--- src/rtl/hazard_scoreboard_d_pkg.sv ---
// Shared types and constants for the decode-stage hazard scoreboard.
// Stage indices, forward-select encoding and the scoreboard entry record.
package pipe_hazard_pkg;

    localparam int TNEW_W = 2;
    localparam int STG_E  = 1;
    localparam int STG_M  = 2;
    localparam int STG_W  = 3;
    localparam int FWD_RF = 0;

    typedef struct packed {
        logic              vld;
        logic [4:0]        who;
        logic [TNEW_W-1:0] tnew;
    } sb_entry_t;

    function automatic logic [TNEW_W-1:0] sat_dec(
        input logic [TNEW_W-1:0] t
    );
        return (t == '0) ? '0 : t - 1'b1;
    endfunction

endpackage

--- src/rtl/hazard_scoreboard_d_md_busy_timer.sv ---
// HI/LO busy timer: loads the mult or div latency on issue,
// then counts down to zero; busy while non-zero.
module md_busy_timer #(
    parameter int MULT_LAT = 5,
    parameter int DIV_LAT  = 10
) (
    input  logic clk,
    input  logic reset_n,
    input  logic start,
    input  logic is_div,
    output logic busy
);

    localparam int MAX_LAT = (MULT_LAT > DIV_LAT) ? MULT_LAT : DIV_LAT;
    localparam int CNT_W   = $clog2(MAX_LAT + 1);

    logic [CNT_W-1:0] r_count;

    always_ff @(posedge clk or negedge reset_n) begin
        if (!reset_n) begin
            r_count <= '0;
        end else if (start) begin
            r_count <= is_div ? CNT_W'(DIV_LAT) : CNT_W'(MULT_LAT);
        end else if (r_count != '0) begin
            r_count <= r_count - 1'b1;
        end
    end

    assign busy = (r_count != '0);

endmodule

--- src/rtl/hazard_scoreboard_d.sv ---
// Decode-stage hazard unit: shift-register scoreboard of in-flight writes,
// Tnew/Tuse stall decision, D-stage forward selects and HI/LO busy stall.
module hazard_scoreboard_d
    import pipe_hazard_pkg::*;
#(
    parameter int NSTAGE   = 3,
    parameter int TNEW_W   = pipe_hazard_pkg::TNEW_W,
    parameter int MULT_LAT = 5,
    parameter int DIV_LAT  = 10,
    localparam int SEL_W   = $clog2(NSTAGE + 1)
) (
    input  logic              clk,
    input  logic              reset_n,
    input  logic              d_valid,
    input  logic [4:0]        d_who,
    input  logic [TNEW_W-1:0] d_tnew,
    input  logic [4:0]        d_rs,
    input  logic [4:0]        d_rt,
    input  logic [TNEW_W-1:0] d_tuse_rs,
    input  logic [TNEW_W-1:0] d_tuse_rt,
    input  logic              d_md_start,
    input  logic              d_md_div,
    input  logic              d_md_use,
    input  logic              flush_d,
    output logic              stall_d,
    output logic [SEL_W-1:0]  fwd_rs_sel,
    output logic [SEL_W-1:0]  fwd_rt_sel,
    output logic              md_busy
);

    sb_entry_t r_sb [1:NSTAGE];

    logic [NSTAGE:1]   w_rs_match;
    logic [NSTAGE:1]   w_rt_match;
    logic              w_rs_hit;
    logic              w_rt_hit;
    logic [SEL_W-1:0]  w_rs_k;
    logic [SEL_W-1:0]  w_rt_k;
    logic [TNEW_W-1:0] w_rs_tnew;
    logic [TNEW_W-1:0] w_rt_tnew;
    logic              w_rs_stall;
    logic              w_rt_stall;
    logic              w_md_stall;
    logic              w_accept;
    logic              w_md_start;

    assign w_accept   = d_valid & ~stall_d & ~flush_d;
    assign w_md_start = w_accept & d_md_start;

    always_ff @(posedge clk or negedge reset_n) begin
        if (!reset_n) begin
            for (int k = 1; k <= NSTAGE; k++) begin
                r_sb[k] <= '0;
            end
        end else begin
            r_sb[1].vld  <= w_accept & (d_who != 5'd0);
            r_sb[1].who  <= w_accept ? d_who : 5'd0;
            r_sb[1].tnew <= w_accept ? sat_dec(d_tnew) : '0;
            for (int k = 2; k <= NSTAGE; k++) begin
                r_sb[k].vld  <= r_sb[k-1].vld;
                r_sb[k].who  <= r_sb[k-1].who;
                r_sb[k].tnew <= sat_dec(r_sb[k-1].tnew);
            end
        end
    end

    genvar g;
    generate
        for (g = 1; g <= NSTAGE; g++) begin : g_match
            assign w_rs_match[g] = r_sb[g].vld & (r_sb[g].who == d_rs)
                                 & (d_rs != 5'd0);
            assign w_rt_match[g] = r_sb[g].vld & (r_sb[g].who == d_rt)
                                 & (d_rt != 5'd0);
        end
    endgenerate

    // Scan oldest to youngest so the youngest match is the one left standing.
    always_comb begin
        w_rs_hit  = 1'b0;
        w_rs_k    = '0;
        w_rs_tnew = '0;
        w_rt_hit  = 1'b0;
        w_rt_k    = '0;
        w_rt_tnew = '0;
        for (int k = NSTAGE; k >= 1; k--) begin
            if (w_rs_match[k]) begin
                w_rs_hit  = 1'b1;
                w_rs_k    = SEL_W'(k);
                w_rs_tnew = r_sb[k].tnew;
            end
            if (w_rt_match[k]) begin
                w_rt_hit  = 1'b1;
                w_rt_k    = SEL_W'(k);
                w_rt_tnew = r_sb[k].tnew;
            end
        end
    end

    assign w_rs_stall = w_rs_hit & (w_rs_tnew > d_tuse_rs);
    assign w_rt_stall = w_rt_hit & (w_rt_tnew > d_tuse_rt);
    assign w_md_stall = (d_md_start | d_md_use) & md_busy;

    assign stall_d = d_valid & ~flush_d
                   & (w_rs_stall | w_rt_stall | w_md_stall);

    assign fwd_rs_sel = (w_rs_hit && w_rs_tnew == '0) ? w_rs_k
                                                       : SEL_W'(FWD_RF);
    assign fwd_rt_sel = (w_rt_hit && w_rt_tnew == '0) ? w_rt_k
                                                       : SEL_W'(FWD_RF);

    md_busy_timer #(
        .MULT_LAT (MULT_LAT),
        .DIV_LAT  (DIV_LAT)
    ) u_md_timer (
        .clk     (clk),
        .reset_n (reset_n),
        .start   (w_md_start),
        .is_div  (d_md_div),
        .busy    (md_busy)
    );

endmodule

--- config.mk ---
export PLATFORM = sky130hd
export DESIGN_NAME = hazard_scoreboard_d
export DESIGN_NICKNAME = d
export VERILOG_FILES = /design/src/rtl/hazard_scoreboard_d_pkg.sv /design/src/rtl/hazard_scoreboard_d_md_busy_timer.sv /design/src/rtl/hazard_scoreboard_d.sv
export SDC_FILE = /design/constraint.sdc
export NUM_CORES = 1
export LEC_CHECK = 0
export CAP_MARGIN = 5
export CORE_ASPECT_RATIO = 0.8
export CORE_UTILIZATION = 45
export DETAILED_ROUTE_END_ITERATION = 10
export PLACE_DENSITY_LB_ADDON = 0.12
export SETUP_SLACK_MARGIN = 0.2
export SYNTH_ARGS = -nofsm -noshare
export SYNTH_HDL_FRONTEND = slang
export SYNTH_HIERARCHICAL = 1
export SYNTH_SLANG_ARGS = --single-unit
export TNS_END_PERCENT = 1
--- constraint.sdc ---
create_clock -name clk -period 4.1 [get_ports clk]
set_clock_uncertainty 0.15 [all_clocks]
set_input_delay 1.025 -clock clk [delete_from_list [all_inputs] [get_ports clk]]
set_output_delay 1.025 -clock clk [all_outputs]
set_load 0.03 [all_outputs]
Yosys cells after proc, flatten, opt, wreduce, memory -nomap -nowiden
Index checks and enable logic that the tools add are counted.
- flip-flop bits (word level): 28
- input bits: 28
- output and inout bits: 6
- word-level logic and storage cells: 88
- $add $sub $neg: 4
- order comparisons: 2
- equality and inequality tests: 6
- mux-type cells: 28
- bitwise logic cells: 26
- reductions and logical operators: 12
- operators by type and width (operator ; count):
    $mux W2 ; 18
    $eq A5 B5 Y1 ; 6
    $and A1 B1 Y1 ; 21
    $reduce_bool A5 Y1 ; 3
    $mux W4 ; 3
    $logic_not A2 Y1 ; 5
    $mux W1 ; 6
    $sub A2 B1 Y2 const B ; 3
    $mux W5 ; 1
    $gt A2 B2 Y1 ; 2
    $reduce_bool A4 Y1 ; 1
    $sub A4 B1 Y4 const B ; 1
    $or A1 B1 Y1 ; 3
    $logic_and A1 B1 Y1 ; 2
    $not A1 Y1 ; 2
    $reduce_bool A2 Y1 ; 1

Longest topological paths before layout
Gate-level depths: netlist of run 1.
- word-level depth: 16
- gate-level depth with buffers: 16

By module
The synthesis of run 1 kept the hierarchy.
- by module, submodules not included (module ; instances ; cells an instance ; area an instance (um2)):
    hazard_scoreboard_d ; 1 ; 142 ; 1426.4
    md_busy_timer ; 1 ; 21 ; 236.5

Worst setup path after synthesis of run 1
No wires, ideal clock.
- kind: in2out
- start: input port d_rt[1]
- end: output port stall_d
- arrival: 3539 ps
- slack: -614 ps
- stages: 11
- path buffers: 1
- cell sequence: or4_4 or2_4 and4_4 buf_6 a31oi_1 a22oi_1 ha_1 nor2b_1 o21ai_0 o211a_4 nor2b_1
- word-level cells in the longest chain between the ends: 11
- elaborated cells on any way between the ends: 21
- RTL lines (element ; line ; source):
    start, declared ; hazard_scoreboard_d.sv:18 ; input logic [4:0] d_rt,
    $eq A5 B5 Y1 ; hazard_scoreboard_d.sv:72 ; assign w_rt_match[g] = r_sb[g].vld & (r_sb[g].who == d_rt)
    $and A1 B1 Y1 ; hazard_scoreboard_d.sv:72 ;
    $and A1 B1 Y1 ; hazard_scoreboard_d.sv:73 ; & (d_rt != 5'd0);
    $mux W2 (3 in a row) ; hazard_scoreboard_d.sv:91 ; if (w_rt_match[k]) begin
    $gt A2 B2 Y1 ; hazard_scoreboard_d.sv:100 ; assign w_rt_stall = w_rt_hit & (w_rt_tnew > d_tuse_rt);
    $and A1 B1 Y1 (*) ; hazard_scoreboard_d.sv:100 ;
    $or A1 B1 Y1 (*) (2 in a row) ; hazard_scoreboard_d.sv:104 ; & (w_rs_stall | w_rt_stall | w_md_stall);
    $and A1 B1 Y1 (*) ; hazard_scoreboard_d.sv:104 ;
    end, declared ; hazard_scoreboard_d.sv:25 ; output logic stall_d,
Mark *: on every way between the ends. The rest lies on a longest branch, timed or not.

Final worst setup path of run 1
- start: input port d_rt[4]
- end: output port stall_d
Same word-level chain as after synthesis.

==> key figures, run 1 <==
Critical path
  • Crit-path cells: buf_6, or4_4, or2_4, and4_4, a31oi_4, a22oi_2, ha_1, nor2b_1, o21ai_1, o211a_4, nor2b_4, buf_6
  • Worst path required time: 2920 ps
  • WP buf/inv: 2
  • Delay-heaviest family, CP: simple AND/OR/NAND/NOR gates
  • CP startpoint kind: input pin
  • Reg2reg path depth: 14
  • Crit-path max cell delay: 530 ps
  • WS Path Type: in -> out
  • Crit path DAT: 3370 ps
  • Critical path capture point type: output port
  • Instance count on the critical path: 12
  • Crit-path slowest cell: or4_4
  • Most used cell, CP: buf_6
  • Crit path max fanout: 5

Placement
  • Routability cong.: 0.915
  • Post-Place Worst Slack: -776 ps
  • Area post-placement: 2280 sq um
  • Hpwl dp: 3140 um
  • I/O Buffers: 33

Final layout
  • Share of layout cells above drive strength 1: 36.9%
  • N_diodes: 0
  • Design Area, Final: 2490 sq um
  • Final net count: 268
  • Finished Core Util: 71.6%
  • Area delta synth->final: 49.5%

Global routing
  • Global Route met2 Usage: 39.1%
  • Antenna violations before repair: 0
  • GR Util met1: 30.2%
  • Largest net degree at the start of global routing: 29
  • GR Overflow Total: 0
  • First-pass GRT wire length: 7020 um
  • GR Util met3: 5.75%
  • GRT Total Usage: 23.5%
  • Global routing's busiest layer: met2
  • Vias in the first global route: 1528

Timing
  • RSZ-0062 raised after global routing: yes
  • Hold Vio Cnt, Final: 0
  • Slew @ Worst Pin: 456 ps
  • Minimum clock period: 4550 ps
  • Slew Viols, Final: 0
  • Post-route setup slack: -447 ps
  • Final Setup Violations: 5
  • Max Fclk: 0.220 GHz
  • Worst slew margin: 69.5%
  • Tcrit/Tclk final: 111%

Job
  • MaxCap Viol Count: 0

Floorplan
  • Rows: 19
  • # IOs: 34
  • Starting Density: 47.9%
  • Core area: 3470 sq um
  • Die extent in x: 70.0 um
  • Die Y: 56.4 um
  • Die ar.: 3940 sq um

Power and ir drop
  • Total Power: 805 uW
  • Power Density: 324 nW/um^2
  • Comb pwr share: 30.7%
  • Switching power of the nets: 233 uW
  • Sw Share: 28.9%
  • Internal power: 572 uW
  • Leak: 1.12 nW
  • Clk pwr share: 27.3%
  • Peak supply drop: 290 uV
  • Sequential Power Share: 42.0%

Status
  • Violated checks: negative setup slack
  • Outcome: finished, violations left

Yosys
  • Synth async-reset ratio: 100%
  • Most used DFF post-synth: dfrtp_1
  • Compound-gate portion of the synthesized area: 10.9%
  • #FFs+latches synth: 28
  • Synth Area in Simple Gates: 20.7%
  • Netlist Area Pre-Place: 1660 sq um
  • Post-synthesis xor/xnor area fraction: 16.9%
  • Part of the Yosys area used for sequential elements: 42.1%
  • Library cells used by synthesis: 38
  • Synth Area in Adders: 4.51%
  • Cell count after synthesis: 163
  • Syn_nets: 197
  • Syn Area/Cell: 10.2 sq um
  • Synth warnings: 6
  • Largest family of logic cells by synthesized area: simple AND/OR/NAND/NOR gates
  • Number of synthesized flops with an enable pin: 0
  • Post-synthesis mux area share: 1.28%

Route
  • Detail Route Antenna Nets: 0
  • DRC viols: 0
  • Length of the first detailed-routing pass in iterations: 4
  • Wire per inst: 15.5 um
  • Final wirelength: 4250 um
  • Via density: 5.33
  • Initial DRC count: 49
  • Routed via count: 1467

Clocking
  • Clk Latency, worst-skew pair: 280 ps
  • CTS sink count: 28
  • CTS Buffer Depth: 2
  • CTS root buf: clkbuf_8
  • TritonCTS clock tree: built
  • Clock transition at path regs: 100 ps
  • CTS Hold Buffers Added: 0
  • H-Tree Depth: 1
  • Total CTS buffers: 3

Min path
  • Hold depth: 0
  • Hold crit path type: reg -> reg
==> flip-flops by register name, summed over array words and instances (netlist names) <==
| register | cells |
|---|---|
| u_md_timer/r_count | 4 |
| r_sb | 24 |
==> metrics by stage <==
| stage | hold slack [ps] | setup TNS [ps] | cells |
|---|---|---|---|
| 2_1_floorplan | 224 | -739 | 163 |
| 3_3_place_gp | 241 | -2570 | 265 |
| 3_5_place_dp | 245 | -3220 | 265 |
| 4_1_cts | 269 | -645 | 274 |
| 5_1_grt | 290 | -1180 | 275 |
| 6_report | 263 | -879 | 275 |
==> cells in the mapped netlist (2+ instances only) <==
cell       n  area, sq um
a21oi_1    6         30.0
a22oi_1    3         22.5
a31oi_1    3         18.8
and2_1     3         18.8
and3_1     7         43.8
clkbuf_1   2         7.51
dfrtp_1   28          701
ha_1       6         75.1
inv_1     11         41.3
nand2_1    4         15.0
nand3_1    3         15.0
nand4_1    5         31.3
nor2_1     9         33.8
nor2b_1    4         25.0
nor3_1     6         30.0
nor4_1     3         18.8
o211a_1    2         20.0
o211ai_1   2         15.0
o21a_1     2         15.0
o21ai_0    2         10.0
o31ai_1    2         15.0
or2_2      3         18.8
or4_4      2         22.5
xnor2_1   25          219
xor2_1     7         61.3
==> timing repair <==
item,in CTS,in global routing
gates resized for setup,42,14
pin swaps,21,10
hold endpoints to repair,0,0
cloned,0,0
setup buffers,5,1
setup endpoints to repair,9,9
==> power by group through the flow <==
| stage | logic [mW] | registers, mW | clock network [mW] |
|---|---|---|---|
| 4_1_cts | 0.243 | 0.338 | 0.225 |
| 6_report | 0.247 | 0.338 | 0.219 |
| 3_3_place_gp | 0.228 | 0.342 | 0 |
| 5_1_grt | 0.268 | 0.343 | 0.239 |
| 3_5_place_dp | 0.241 | 0.343 | 0 |
| 2_1_floorplan | 0.150 | 0.337 | 0 |
==> cells in the final DEF (no fill, tap or decap), types with 3 or more instances in the layout <==
cell              n
buf_4            39
dfrtp_1          28
xnor2_1          24
clkdlybuf4s50_1  18
inv_1             9
xor2_1            7
nor2_1            7
and3_1            6
nand4_1           5
nand2_1           4
ha_1              4
buf_6             4
nor3_2            3
a21oi_2           3
and2_1            3
nor3_1            3
a22oi_2           3
a21oi_1           3
nor2b_1           3
nand3_1           3
clkbuf_8          3
buf_2             3
==> per-layer routing <==
layer	up-vias	wire [um]
li1	712	-
met4	0	78
met1	696	1890
met3	12	264
met2	47	2010
met5	-	0
==> kinds of logic (layout without fill, tap and decap cells) <==
group                      count (synthesis)  count (layout)
buffers and inverters                     14              84
DFF                                       28              28
AOI/OAI and AO/OA                         25              25
muxes                                      2               2
adders and majority gates                  6               6
and+or+nand+nor                           56              56
xor gates and xnor gates                  32              32
==> layout make-up <==
class / instances / area, sq um
clock buffer: 3 / 41.3
clock inverter: 1 / 30.0
fill: 254 / 985
inverter: 11 / 41.3
multi-input combinational: 121 / 1050
sequential: 28 / 701
tap: 42 / 52.6
timing repair buffer: 69 / 572
==> worst paths after layout <==
check / start / to / slack [ps]
min in group asynchronous: reset_n / r_sb[8] / 960
hold reg to reg: r_sb[15] / r_sb[7] / 260
setup / recovery: d_rt[4] / stall_d / -450
setup reg to reg: r_sb[18] / u_md_timer/r_count[2] / 910
hold / removal: r_sb[15] / r_sb[7] / 260
max in group asynchronous: reset_n / r_sb[21] / 2570
No activity file was read; power rests on OpenSTA's default activity.
==> run 2, diff against run 1 <==
- TNS_END_PERCENT: 1 -> 20
==> results of run 2 <==
No change in the layout: final DEF, timing and power equal those of run 1.
==> run 3, diff against run 2 <==
- CTS_CLUSTER_DIAMETER: default -> 30
- CTS_CLUSTER_SIZE: default -> 16
- GPL_TIMING_DRIVEN: default -> 0
==> key figures, run 3 (synthesis results as in run 1) <==
Status
  • Outcome: finished, violations left (unchanged)
  • Violated checks: negative setup slack (unchanged)

Final layout
  • Design Area, Final: 2270 sq um (was 2490 sq um)
  • Leading cell type in the layout, fill and taps excluded: dfrtp_1 (was buf_4)
  • Largest registers: r_sb (24), u_md_timer/r_count (4) (unchanged)
  • Final net count: 240 (was 268)
  • Leading cell types in the layout, fill and taps excluded: dfrtp_1 (28), xnor2_1 (25), clkdlybuf4s50_1 (17) (was buf_4 (39), dfrtp_1 (28), xnor2_1 (24))
  • Share of layout cells above drive strength 1: 26.3% (was 36.9%)
  • Max reg flops: 24 (unchanged)
  • Largest Register: r_sb (unchanged)
  • Area delta synth->final: 36.5% (was 49.5%)
  • N_diodes: 0 (unchanged)

Power and ir drop
  • Peak supply drop: 339 uV (was 290 uV)
  • Sw Share: 28.6% (was 28.9%)
  • Comb pwr share: 29.7% (was 30.7%)
  • Leak: 0.979 nW (was 1.12 nW)
  • Power Density: 349 nW/um^2 (was 324 nW/um^2)
  • Sequential Power Share: 42.8% (was 42.0%)
  • Internal power: 565 uW (was 572 uW)
  • Clk pwr share: 27.5% (was 27.3%)
  • Switching power of the nets: 227 uW (was 233 uW)

Placement
  • Routability cong.: 0.862 (was 0.915)
  • Hpwl dp: 2800 um (was 3140 um)
  • I/O Buffers: 32 (was 33)
  • Area post-placement: 2070 sq um (was 2280 sq um)

Route
  • Wire per inst: 15.1 um (was 15.5 um)
  • Detail Route Antenna Nets: 0 (unchanged)
  • Initial DRC count: 41 (was 49)
  • Via density: 5.36 (was 5.33)
  • DRC viols: 0 (unchanged)
  • Length of the first detailed-routing pass in iterations: 4 (unchanged)
  • Routed via count: 1324 (was 1467)
  • Final wirelength: 3730 um (was 4250 um)

Timing
  • Final Setup Violations: 2 (was 5)
  • RSZ-0062 raised after global routing: yes (unchanged)
  • Hold Vio Cnt, Final: 0 (unchanged)
  • Setup_tns: -613 ps (was -879 ps)
  • Slew @ Worst Pin: 615 ps (was 456 ps)
  • Minimum clock period: 4580 ps (was 4550 ps)
  • Tcrit/Tclk final: 112% (was 111%)
  • Worst slew margin: 59.0% (was 69.5%)
  • Slew Viols, Final: 0 (unchanged)
  • Max Fclk: 0.219 GHz (was 0.220 GHz)
  • Fin Hold WS: 279 ps (was 263 ps)
  • Post-route setup slack: -477 ps (was -447 ps)

Clocking
  • Clock transition at path regs: 90 ps (was 100 ps)
  • Clk Latency, worst-skew pair: 270 ps (was 280 ps)
  • CTS Buffer Depth: 2 (unchanged)
  • TritonCTS clock tree: built (unchanged)
  • H-Tree Depth: 1 (unchanged)
  • CTS root buf: clkbuf_8 (unchanged)
  • CTS sink count: 28 (unchanged)
  • Total CTS buffers: 3 (unchanged)

Critical path
  • WS Path Type: in -> out (unchanged)
  • Reg2reg path depth: 14 (unchanged)
  • Crit path max fanout: 5 (unchanged)
  • RR Endpoint: u_md_timer/r_count[3] (was u_md_timer/r_count[2])
  • CP startpoint kind: input pin (unchanged)
  • Worst path required time: 2920 ps (about the same)
  • Setup crit start: d_rt[3] (was d_rt[4])
  • Reg-to-reg startpoint: r_sb[21] (was r_sb[18])
  • Critical path capture point type: output port (unchanged)
  • Crit path DAT: 3400 ps (was 3370 ps)
  • Reg2Reg Setup Slack: 840 ps (was 910 ps)

Floorplan
  • Die ar.: 3940 sq um (unchanged)
  • Core area: 3470 sq um (unchanged)
  • Rows: 19 (unchanged)
  • Starting Density: 47.9% (unchanged)
  • Die Y: 56.4 um (unchanged)
  • # IOs: 34 (unchanged)
  • Die extent in x: 70.0 um (unchanged)

Min path
  • Worst Hold Endpoint: r_sb[7] (unchanged)
  • Hold depth: 0 (unchanged)
  • Worst hold start: r_sb[15] (unchanged)
  • Hold crit path type: reg -> reg (unchanged)

Global routing
  • Vias in the first global route: 1356 (was 1528)
  • GRT Total Usage: 20.1% (was 23.5%)
  • Antenna violations before repair: 0 (unchanged)
  • GR Overflow Total: 0 (unchanged)
  • Largest net degree at the start of global routing: 29 (unchanged)
  • First-pass GRT wire length: 6150 um (was 7020 um)

Job
  • MaxCap Viol Count: 0 (unchanged)
-- run 3: layout make-up --
class                           instances  area (sq um)
Tap cell                               42          52.6
Fill cell                             299          1200
Multi-Input combinational cell        121          1040
Inverter                               11          41.3
Timing Repair Buffer                   38           348
Buffer                                  3          18.8
Sequential cell                        28           701
Clock buffer                            3          41.3
Clock inverter                          1          30.0
-- run 3: critical path, cell delays in order --
cell and delay [ps]:
buf_8 90, or4_4 520, or2_4 240, and4_4 150, buf_6 130, a31oi_4 140, a22oi_2 90, ha_1 310
nor2b_1 130, o21ai_1 70, o211a_4 250, nor2b_4 110, buf_6 130
-- run 3: repair_timing --
action                                  in CTS  in global routing
hold buffers                                 0                  0
pin swaps                                   12                  9
buffers inserted                             6                  0
endpoints found under the setup margin      16                  9
endpoints found under the hold margin        0                  0
gates resized for setup                     84                 14
-- run 3: worst max path at each step --
stage,to,slack [ps],depth (start not counted)
2_1_floorplan,stall_d,-350,11
3_3_place_gp,stall_d,-1580,13
6_report,stall_d,-480,13
5_1_grt,stall_d,-570,15
3_5_place_dp,stall_d,-1600,13
4_1_cts,stall_d,-480,13
-- run 3: through the flow --
step / setup WS (ps) / power [mW] / std cells / utilization (%)
2_1_floorplan: -353 / 0.486 / 163 / -
3_3_place_gp: -1580 / 0.550 / 237 / 59.8
3_5_place_dp: -1600 / 0.561 / 237 / 59.8
4_1_cts: -482 / 0.790 / 247 / 64.0
5_1_grt: -571 / 0.834 / 247 / 65.4
6_report: -477 / 0.791 / 247 / 65.4
-- run 3: per-layer routing --
layer / track usage [%] / part of all wire [%]
met3: 4.49 / 4.5
met1: 26.1 / 46
met5: 0 / 0
met4: 4.86 / 1.0
met2: 34.3 / 49
-- run 3: power by group through the flow --
| stage | sequential, mW | clock [mW] | combinational [mW] |
|---|---|---|---|
| floorplan | 0.337 | 0 | 0.150 |
| global placement | 0.342 | 0 | 0.208 |
| detailed placement | 0.343 | 0 | 0.217 |
| CTS | 0.338 | 0.226 | 0.226 |
| global route | 0.343 | 0.231 | 0.260 |
| finish | 0.339 | 0.217 | 0.235 |
